[src/rtl/cnn_pkg.sv]
// Shared CNN datapath defaults and the helper that sizes the pixel position counters.
package cnn_pkg;

    localparam int CNN_Y = 8;
    localparam int CNN_W = 8;
    localparam int CNN_H = 8;

    // Counter width for a modulo-n counter; a 1-entry range still needs one bit.
    function automatic int cnt_w(input int n);
        return (n > 32'sd1) ? $clog2(n) : 32'sd1;
    endfunction

endpackage

[src/rtl/line_buffer.sv]
// One image row of pixels; a single address is read (old contents) and written in the same cycle.
module line_buffer
    import cnn_pkg::*;
#(
    parameter  int Y  = CNN_Y,
    parameter  int W  = CNN_W,
    localparam int AW = cnt_w(W)
) (
    input  logic          clk,
    input  logic          we,
    input  logic [AW-1:0] addr,
    input  logic [Y-1:0]  wr_data,
    output logic [Y-1:0]  rd_data
);

    logic [Y-1:0] mem_q [W];
    logic [Y-1:0] mem_d [W];

    // Read returns the stored pixel, so the caller sees the value from one row earlier.
    assign rd_data = mem_q[addr];

    // Next contents: overwrite the addressed entry on a write.
    always_comb begin
        mem_d = mem_q;
        if (we) begin
            mem_d[addr] = wr_data;
        end else begin
            mem_d = mem_q;
        end
    end

    // Storage array; contents are don't-care after reset, so it is not cleared.
    always_ff @(posedge clk) begin
        mem_q <= mem_d;
    end

endmodule

[src/rtl/column_tap3_feeder.sv]
// Raster pixel stream to vertically aligned tap triples (rows r-2, r-1, r) for a 3-input adder.
module column_tap3_feeder
    import cnn_pkg::*;
#(
    parameter  int Y     = CNN_Y,
    parameter  int W     = CNN_W,
    parameter  int H     = CNN_H,
    localparam int COL_W = cnt_w(W),
    localparam int ROW_W = cnt_w(H)
) (
    input  logic                clk,
    input  logic                rst,
    input  logic                in_valid,
    input  logic                in_sof,
    input  logic signed [Y-1:0] in_data,
    output logic                out_valid,
    output logic signed [Y-1:0] data1,
    output logic signed [Y-1:0] data2,
    output logic signed [Y-1:0] data3,
    output logic                frame_done
);

    logic [COL_W-1:0] col_q, col_d, cur_col_s;
    logic [ROW_W-1:0] row_q, row_d, cur_row_s;
    logic             out_valid_q, out_valid_d;
    logic             frame_done_q, frame_done_d;
    logic [Y-1:0]     data1_q, data1_d;
    logic [Y-1:0]     data2_q, data2_d;
    logic [Y-1:0]     data3_q, data3_d;
    logic [Y-1:0]     lb1_rd_s, lb2_rd_s;
    logic             lb_we_s;

    // Start of frame forces the accepted pixel to (0,0), abandoning any frame in flight.
    assign cur_col_s = in_sof ? {COL_W{1'b0}} : col_q;
    assign cur_row_s = in_sof ? {ROW_W{1'b0}} : row_q;
    assign lb_we_s   = in_valid & ~rst;

    line_buffer #(.Y(Y), .W(W)) u_lb1 (
        .clk     (clk),
        .we      (lb_we_s),
        .addr    (cur_col_s),
        .wr_data (in_data),
        .rd_data (lb1_rd_s)
    );

    // lb2 is fed from lb1's old contents, so it trails lb1 by exactly one row.
    line_buffer #(.Y(Y), .W(W)) u_lb2 (
        .clk     (clk),
        .we      (lb_we_s),
        .addr    (cur_col_s),
        .wr_data (lb1_rd_s),
        .rd_data (lb2_rd_s)
    );

    // Position advance and output stage next-state.
    always_comb begin
        col_d        = col_q;
        row_d        = row_q;
        out_valid_d  = 1'b0;
        frame_done_d = 1'b0;
        data1_d      = data1_q;
        data2_d      = data2_q;
        data3_d      = data3_q;
        if (in_valid) begin
            data1_d      = lb2_rd_s;
            data2_d      = lb1_rd_s;
            data3_d      = in_data;
            out_valid_d  = (cur_row_s >= ROW_W'(2));
            frame_done_d = (cur_row_s == ROW_W'(H - 1)) && (cur_col_s == COL_W'(W - 1));
            if (cur_col_s == COL_W'(W - 1)) begin
                col_d = {COL_W{1'b0}};
                if (cur_row_s == ROW_W'(H - 1)) begin
                    row_d = {ROW_W{1'b0}};
                end else begin
                    row_d = cur_row_s + ROW_W'(1);
                end
            end else begin
                col_d = cur_col_s + COL_W'(1);
                row_d = cur_row_s;
            end
        end else begin
            col_d = col_q;
            row_d = row_q;
        end
    end

    // State and output registers; reset wins over any input activity.
    always_ff @(posedge clk) begin
        if (rst) begin
            col_q        <= {COL_W{1'b0}};
            row_q        <= {ROW_W{1'b0}};
            out_valid_q  <= 1'b0;
            frame_done_q <= 1'b0;
            data1_q      <= {Y{1'b0}};
            data2_q      <= {Y{1'b0}};
            data3_q      <= {Y{1'b0}};
        end else begin
            col_q        <= col_d;
            row_q        <= row_d;
            out_valid_q  <= out_valid_d;
            frame_done_q <= frame_done_d;
            data1_q      <= data1_d;
            data2_q      <= data2_d;
            data3_q      <= data3_d;
        end
    end

    assign out_valid  = out_valid_q;
    assign frame_done = frame_done_q;
    assign data1      = data1_q;
    assign data2      = data2_q;
    assign data3      = data3_q;

endmodule

[config.mk]
export PLATFORM = sky130hd
export DESIGN_NAME = column_tap3_feeder
export DESIGN_NICKNAME = d
export VERILOG_FILES = /design/src/rtl/cnn_pkg.sv /design/src/rtl/line_buffer.sv /design/src/rtl/column_tap3_feeder.sv
export SDC_FILE = /design/constraint.sdc
export NUM_CORES = 1
export LEC_CHECK = 0
export BUFFER_PORTS_ARGS = -buffer_cell sky130_fd_sc_hd__buf_4
export CAP_MARGIN = 10
export CORE_MARGIN = 1.5
export CORE_UTILIZATION = 60
export CTS_BUF_LIST = sky130_fd_sc_hd__clkbuf_16
export DETAILED_ROUTE_END_ITERATION = 16
export GPL_TIMING_DRIVEN = 0
export PLACE_DENSITY_LB_ADDON = 0.2
export SYNTH_ARGS = -nofsm -noshare
export SYNTH_HDL_FRONTEND = slang
export SYNTH_SLANG_ARGS = --single-unit
[constraint.sdc]
create_clock -name clk -period 5.7 [get_ports clk]
set_input_delay 0.57 -clock clk [delete_from_list [all_inputs] [get_ports clk]]
set_output_delay 0.57 -clock clk [all_outputs]
set_load 0.02 [all_outputs]
Word-level counts from Yosys, hierarchy flattened
Index checks and enable logic that the tools add are counted.

storage, ports and cells
  register bits after elaboration = 160

operators by class
  add/subtract/negate cells = 2
  order comparisons = 3
  equality and inequality tests = 2
  multiplexer cells = 15
  bitwise operators = 4
  reductions and logical operators = 3

operators by type and width
  cell                                                         number
  bitwise mux 64 bit                                           2
  binary-select mux 8 bit (select 3 bit)                       2
  2-to-1 mux 8 bit                                             5
  demux 8 bit (select 3 bit)                                   1
  2-to-1 mux 3 bit                                             5
  adder 3 x 1 -> 3 bit (second input constant)                 2
  equality test 3 bit (second input constant)                  2
  >= comparator 4 bit (second input constant)                  1
  less-than comparator 4 x 1 -> 1 bit (second input constant)  1
  inverter 3 -> 4 bit                                          1
  >= comparator 3 x 2 -> 1 bit (second input constant)         1
  logical AND 1 bit                                            2
  inverter 1 bit                                               2
  OR reduction 2 bit                                           1
  AND 1 bit                                                    1

Longest topological paths before layout
Gate-level depths: netlist (run 1).

  depth after elaboration = 7
  gate-level depth with buffers = 9
  depth with buffers taken out = 7

Modules after synthesis
A second synthesis (run 1) with hierarchy kept.

second synthesis, totals
  cell total of the unflattened synthesis = 391
  area total of the unflattened synthesis = 6391.1 um^2

by module, submodules not included
  module              times used  cells an instance  area each (um^2)  sequential area each (um^2)
  line_buffer         2           135                2534.9            1921.8
  column_tap3_feeder  1           121                1321.3            640.6

Worst setup path before layout (run 1)
Ideal clock, no wire load.

  path kind = input -> register
  from = input in_valid
  to = register u_lb1.mem_q[56] in the netlist's numbering (enable)
  arrival = 2039 ps
  path slack = 3272 ps
  cell stages on the path = 5
  buffers on the path = 1
  cells stage by stage = clkbuf_1 > clkinv_1 > nor2_1 > o21ai_0 > nor2_1

between the ends
  word-level cells in the longest chain between the ends = 1

RTL lines
  what                  RTL line                  RTL
  start, declared       column_tap3_feeder.sv:13  input logic in_valid,
  AND 1 bit             column_tap3_feeder.sv:36  assign lb_we_s = in_valid & ~rst;
  end signal, assigned  line_buffer.sv:34         mem_q <= mem_d;
  end, declared         line_buffer.sv:16         logic [Y-1:0] mem_q [W];

Every way passes these cells.
A chain may end at the register's enable or synchronous reset.

==> results.json, run 1 <==
{
  "die_h_um": 105,
  "place_inst": 594,
  "skew_ns": 0.0136,
  "period_needed_ns": 2.72,
  "timing.fmax_mhz": 368,
  "synth_area_per_cell_sq_um": 15.0,
  "fin_cells": 626,
  "syn_to_final_growth_pct": 18.5,
  "switching_share": 0.209,
  "clock_latency_ns": 0.42,
  "grt_max_degree": 17,
  "hold-path-cell-count": 1,
  "finalInstanceArea_sq_um": 7400,
  "drt_iter0_drc": 308,
  "gp_congestion": 0.751,
  "antenna_found_initial": 0,
  "postCtsHoldBufs": 0,
  "synth-adder-area-share": 0.00802,
  "endpoint_kind": "flop",
  "p_comb_frac": 0.069,
  "tightest_slew_ns": 1.00,
  "final_antenna_net_count": 0,
  "required_ns": 5.73,
  "dieArea_sq_um": 11000,
  "vdd.ir_drop.worst_v": 0.000208,
  "place_ws_ns": 2.69,
  "synth_top_area_share": 0.616,
  "reg2reg_depth": 5,
  "startpoint": "col_q[0]",
  "syn_inst": 416,
  "async_flop_share": 0,
  "overflow": 0,
  "status": "completed",
  "coreArea_sq_um": 10200,
  "synth_area_leaders": "edfxtp_1 (62%), dfxtp_1 (10%), mux2i_1 (8.8%)",
  "first_pass_iters": 5,
  "syn_nets": 432,
  "r2r_start": "col_q[0]",
  "path_clk_slew_ns": 0.06,
  "place_area_sq_um": 6790,
  "clock_path_buffers": 2,
  "seqPwrFrac": 0.494,
  "slew_headroom": 0.332,
  "cts.sinks": 160,
  "cts_buffers": 17,
  "cts_tree": "done",
  "ios": 38,
  "slew_violations": 0,
  "grt_pass1_wl_um": 21000,
  "chipWidth_um": 105,
  "synth_edf_count": 128,
  "post_cts_buffers": 0,
  "grt_util_all_layers": 0.266,
  "ys_seq_area_frac": 0.718,
  "diodes": 0,
  "min_to": "u_lb1.mem_q[18]",
  "slowest_stage": "nor2_2",
  "drive_above_1_share": 0.194,
  "synth_ff_type": "edfxtp_1",
  "worstPathMaxFanout": 16,
  "critPathLaunchType": "flop",
  "row_count": 37,
  "synth_top_family_by_area": "multiplexers",
  "critPathKind": "reg2reg",
  "yosysWarnings": 0,
  "wirelength_um": 13700,
  "crit_path_cell_trace": "buf_6, inv_1, clkbuf_1, o21ai_0, nor2_2",
  "grt_pass1_vias": 3704,
  "hold_path_class": "in2reg",
  "portBuffers": 36,
  "p_switching_mw": 0.550,
  "yosys.area_share.simple": 0.0621,
  "rsz0062_at_grt": "false",
  "cp.arrival_ns": 2.75,
  "synth_mux_area_frac": 0.0954,
  "vias": 3713,
  "hp-start": "in_data[2]",
  "h-tree-depth": 4,
  "syn_area_sq_um": 6240,
  "synth-compound-area-share": 0.0902,
  "setup_violations": 0,
  "crit_buf_inv": 3,
  "p_int_mw": 2.08,
  "vias_per_cell": 5.93,
  "root_buffer": "clkbuf_16",
  "initial_core_util": 0.610,
  "wl_per_cell_um": 21.8,
  "route.detailed.drc": 0,
  "synth-xor-area-share": 0,
  "period_share": 0.476,
  "synth_top_area_cell": "edfxtp_1",
  "num-fill-cells": 654,
  "regToRegEndpoint": "u_lb2.mem_q[11]",
  "power.density_nw_per_um2": 356,
  "hold_viol": 0,
  "max-cap-violations": 0,
  "p_leak_nw": 2.65,
  "cp_top_family": "simple AND/OR/NAND/NOR gates",
  "pwr-share-clk": 0.438,
  "ys_ff_latch": 160,
  "fin_ws_ns": 2.98,
  "dpl.hpwl_um": 8570,
  "setup_tns_ns": 0,
  "synth_cell_types": 35,
  "regToRegSetupSlack_ns": 2.98,
  "fin_nets": 493,
  "cts_resized": 0,
  "max_stage_delay_ns": 0.83
}
==> per-stage QoR <==
stage | hold slack [ns] | util | power [mW]
after floorplan | 0.446 | - | 1.43
after global placement | 0.458 | 0.653 | 1.49
after detailed placement | 0.478 | 0.664 | 1.50
after CTS | 0.378 | 0.723 | 2.64
after global routing | 0.393 | 0.723 | 2.70
final | 0.390 | 0.723 | 2.63
==> worst reg2reg max path, stage by stage, from the launching register on <==
cell and delay [ns]:
dfxtp_1 0.31, buf_6 0.14, inv_1 0.17, clkbuf_1 0.49
o21ai_0 0.39, nor2_2 0.83
==> power groups by stage <==
stage | combinational, mW | sequential [mW] | clock, mW
after CTS | 0.181 | 1.30 | 1.16
after floorplan | 0.0961 | 1.34 | 0
after global routing | 0.194 | 1.30 | 1.20
final | 0.181 | 1.30 | 1.15
after global placement | 0.171 | 1.32 | 0
after detailed placement | 0.180 | 1.32 | 0
==> cell usage in the layout (no fill, tap or decap), drive strengths merged, types with 2 or more instances in the layout <==
master / count
a211o: 8
a21oi: 5
a221o: 6
a22o: 8
a311oi: 8
buf: 57
bufinv: 4
clkbuf: 29
clkinvlp: 4
dfxtp: 32
edfxtp: 128
ha: 4
inv: 9
mux2: 4
mux2i: 55
nand2: 19
nand3: 6
nand3b: 2
nor2: 49
nor2b: 6
o211ai: 2
o21a: 8
o21ai: 13
o22a: 6
o22ai: 8
or3b: 2
==> cells in the mapped netlist (8+ instances only) <==
master and count:
nand2_1 19, dfxtp_1 32, edfxtp_1 128, a311oi_1 8
o22ai_1 8, clkbuf_1 12, o21ai_0 13, mux2i_1 55
buf_2 9, o21a_1 8, nor2_1 49, a22o_1 8
a211o_1 8
==> cell families (layout without fill, tap and decap cells) <==
family / Yosys count / in the layout
flip-flops: 160 / 160
AND/OR/NAND/NOR: 88 / 88
AO/OA/AOI/OAI: 75 / 75
multiplexers: 59 / 59
buffers and inverters: 30 / 104
adder cells (fa/ha/maj): 4 / 4
==> sequential cells by signal, indices dropped and copies added, names as in the netlist <==
name         count
out_valid        1
u_lb1.mem_q     64
data2            8
col_q            3
data1            8
data3            8
row_q            3
u_lb2.mem_q     64
frame_done       1
==> cell type report <==
type | count | area, sq um | area share
tap | 136 | 170 | 0.0230
clock buffer | 17 | 425 | 0.0575
inverter | 3 | 11.3 | 0.00152
multi-input combinational | 226 | 1620 | 0.218
timing repair buffer | 42 | 360 | 0.0487
clock inverter | 15 | 181 | 0.0245
buffer | 27 | 150 | 0.0203
sequential | 160 | 4480 | 0.606
==> metal layers <==
metal | vias to the layer above | part of all wire | wire, um | track usage
met5 | - | 0 | 0 | 0
met4 | 0 | 0.025 | 346 | 0.112
met3 | 29 | 0.072 | 989 | 0.0624
met2 | 163 | 0.50 | 6870 | 0.448
met1 | 1816 | 0.40 | 5450 | 0.329
li1 | 1705 | - | - | -
==> how the worst max path moves through the flow <==
stage | end | slack, ns | cells past startpoint
2_1_floorplan | u_lb1.mem_q[56] | 3.27 | 5
3_3_place_gp | u_lb1.mem_q[40] | 2.24 | 5
3_5_place_dp | u_lb1.mem_q[9] | 2.69 | 5
4_1_cts | u_lb2.mem_q[10] | 3.01 | 5
5_1_grt | u_lb1.mem_q[14] | 2.91 | 5
6_report | u_lb2.mem_q[11] | 2.98 | 5
Power figures use the tool's default switching activity.
==> run 2: changes to the inputs <==
Settings changed: ABC_AREA set to 1.
Clock period 5.7 ns to 2.8 ns, I/O delays scaled along.
==> results.json, run 2 <==
{
  "clock_path_buffers": 2,
  "status": "completed",
  "tightest_slew_ns": 1.00,
  "portBuffers": 35,
  "drive_above_1_share": 0.142,
  "chipWidth_um": 109,
  "p_leak_nw": 3.39,
  "route.detailed.drc": 0,
  "row_count": 38,
  "cts_tree": "done",
  "vdd.ir_drop.worst_v": 0.000411,
  "pwr-share-clk": 0.416,
  "synth_top_family_by_area": "simple AND/OR/NAND/NOR gates",
  "postCtsHoldBufs": 0,
  "clock_latency_ns": 0.44,
  "synth_common_cells": "nand2_1 (235), edfxtp_1 (128), nand3_1 (81)",
  "grt_util_all_layers": 0.308,
  "rsz0062_at_grt": "false",
  "wirelength_um": 16800,
  "async_flop_share": 0,
  "cp.arrival_ns": 2.67,
  "cts_buffers": 17,
  "synth_top_area_cell": "edfxtp_1",
  "hold_ws_ns": 0.0873,
  "root_buffer": "clkbuf_16",
  "synth_mux_area_frac": 0,
  "synth-xor-area-share": 0,
  "dpl.hpwl_um": 10500,
  "wl_per_cell_um": 19.2,
  "place_inst": 840,
  "setup_violations": 0,
  "max-cap-violations": 0,
  "worstPathMaxFanout": 16,
  "gp_congestion": 0.851,
  "slew_headroom": 0.332,
  "place_ws_ns": 0.133,
  "grt_pass1_vias": 4841,
  "period_share": 0.933,
  "top_regs": "u_lb1.mem_q: 64 flops, u_lb2.mem_q: 64 flops",
  "coreArea_sq_um": 10800,
  "ys_ff_latch": 160,
  "synth_most_common_cell": "nand2_1",
  "cts_resized": 0,
  "antenna_found_initial": 0,
  "hold_path_class": "in2reg",
  "path_clk_slew_ns": 0.06,
  "ios": 38,
  "p_comb_frac": 0.079,
  "switching_share": 0.231,
  "cts.sinks": 160,
  "syn_nets": 675,
  "grt_max_degree": 17,
  "synth_area_leaders": "edfxtp_1 (58%), nand2_1 (13%), dfxtp_1 (9.6%)",
  "diodes": 0,
  "seqPwrFrac": 0.505,
  "dieArea_sq_um": 11800,
  "final_antenna_net_count": 0,
  "yosysWarnings": 0,
  "fin_cells": 872,
  "slew_violations": 0,
  "drt_iter0_drc": 524,
  "synth_ff_type": "edfxtp_1",
  "initial_core_util": 0.616,
  "grt_pass1_wl_um": 25600,
  "synth-compound-area-share": 0.0283,
  "vias_per_cell": 5.73,
  "timing.fmax_mhz": 383,
  "num-fill-cells": 763,
  "syn_inst": 659,
  "hold_viol": 0,
  "p_int_mw": 4.04,
  "period_needed_ns": 2.61,
  "syn_area_sq_um": 6680,
  "p_switching_mw": 1.21,
  "ys_seq_area_frac": 0.671,
  "post_cts_buffers": 0,
  "first_pass_iters": 7,
  "layout_common_cells": "nand2_1 (235), edfxtp_1 (128), nand3_1 (81), inv_1 (72), buf_4 (38)",
  "skew_ns": 0.00971,
  "setup_tns_ns": 0,
  "critPathKind": "reg2reg",
  "overflow": 0,
  "vias": 4997,
  "power.density_nw_per_um2": 676,
  "syn_to_final_growth_pct": 16.4,
  "synth_top_area_share": 0.575,
  "critPathLaunchType": "flop",
  "fin_nets": 735,
  "die_h_um": 109,
  "fin_ws_ns": 0.188,
  "yosys.area_share.simple": 0.224,
  "synth_edf_count": 128,
  "final_common_cell": "nand2_1",
  "synth_area_per_cell_sq_um": 10.1,
  "synth_cell_types": 25,
  "synth-adder-area-share": 0.00749,
  "required_ns": 2.85,
  "power_mw": 5.25,
  "endpoint_kind": "flop",
  "h-tree-depth": 4
}
run 2: critical path, cell delays in order, from the launching register on:
cell and delay (ns):
dfxtp_1 0.32, buf_4 0.16, inv_1 0.06, nor2_1 0.33, buf_2 0.35, nand2_1 0.20, nor2_2 0.80
run 2: area by class of cell:
cell class / count / area, sq um / share of cell area
Buffer: 33 / 183 / 0.0235
Clock buffer: 17 / 425 / 0.0547
Clock inverter: 15 / 125 / 0.0161
Inverter: 73 / 277 / 0.0356
Multi-Input combinational cell: 393 / 1760 / 0.226
Sequential cell: 160 / 4480 / 0.577
Tap cell: 140 / 175 / 0.0225
Timing Repair Buffer: 41 / 349 / 0.0449
run 2: final timing paths:
kind | startpoint | endpoint | slack, ns | cells past startpoint
worst min-delay path | in_data[7] | u_lb1.mem_q[15] | 0.09 | 1
worst max-delay path | col_q[0] | u_lb1.mem_q[33] | 0.19 | 6
worst min register to register | data2[2] | data2[2] | 0.45 | 2
worst max register to register | col_q[0] | u_lb1.mem_q[33] | 0.19 | 6
run 2: cells by family after synthesis:
logic type                 Yosys count
DFF                                160
adders and majority gates            4
and+or+nand+nor                    359
AOI/OAI and AO/OA                   30
buffers and inverters              106
run 2: power by group through the flow:
stage / combinational, mW / clock (mW) / sequential [mW]
finish: 0.417 / 2.19 / 2.65
global route: 0.451 / 2.28 / 2.65
CTS: 0.412 / 2.18 / 2.65
detailed placement: 0.407 / 0 / 2.70
global placement: 0.387 / 0 / 2.70
floorplan: 0.211 / 0 / 2.73
run 2: per-layer routing:
layer / wire length [um] / GRT usage
met5: 0 / 0
met4: 581 / 0.136
met3: 1750 / 0.0759
met2: 8180 / 0.492
met1: 6270 / 0.400
run 2: metrics by stage:
step	utilization	cell area [sq um]
6_report	0.717	7780
5_1_grt	0.717	7780
4_1_cts	0.717	7780
3_5_place_dp	0.667	7230
3_3_place_gp	0.657	7120
2_1_floorplan	-	6680
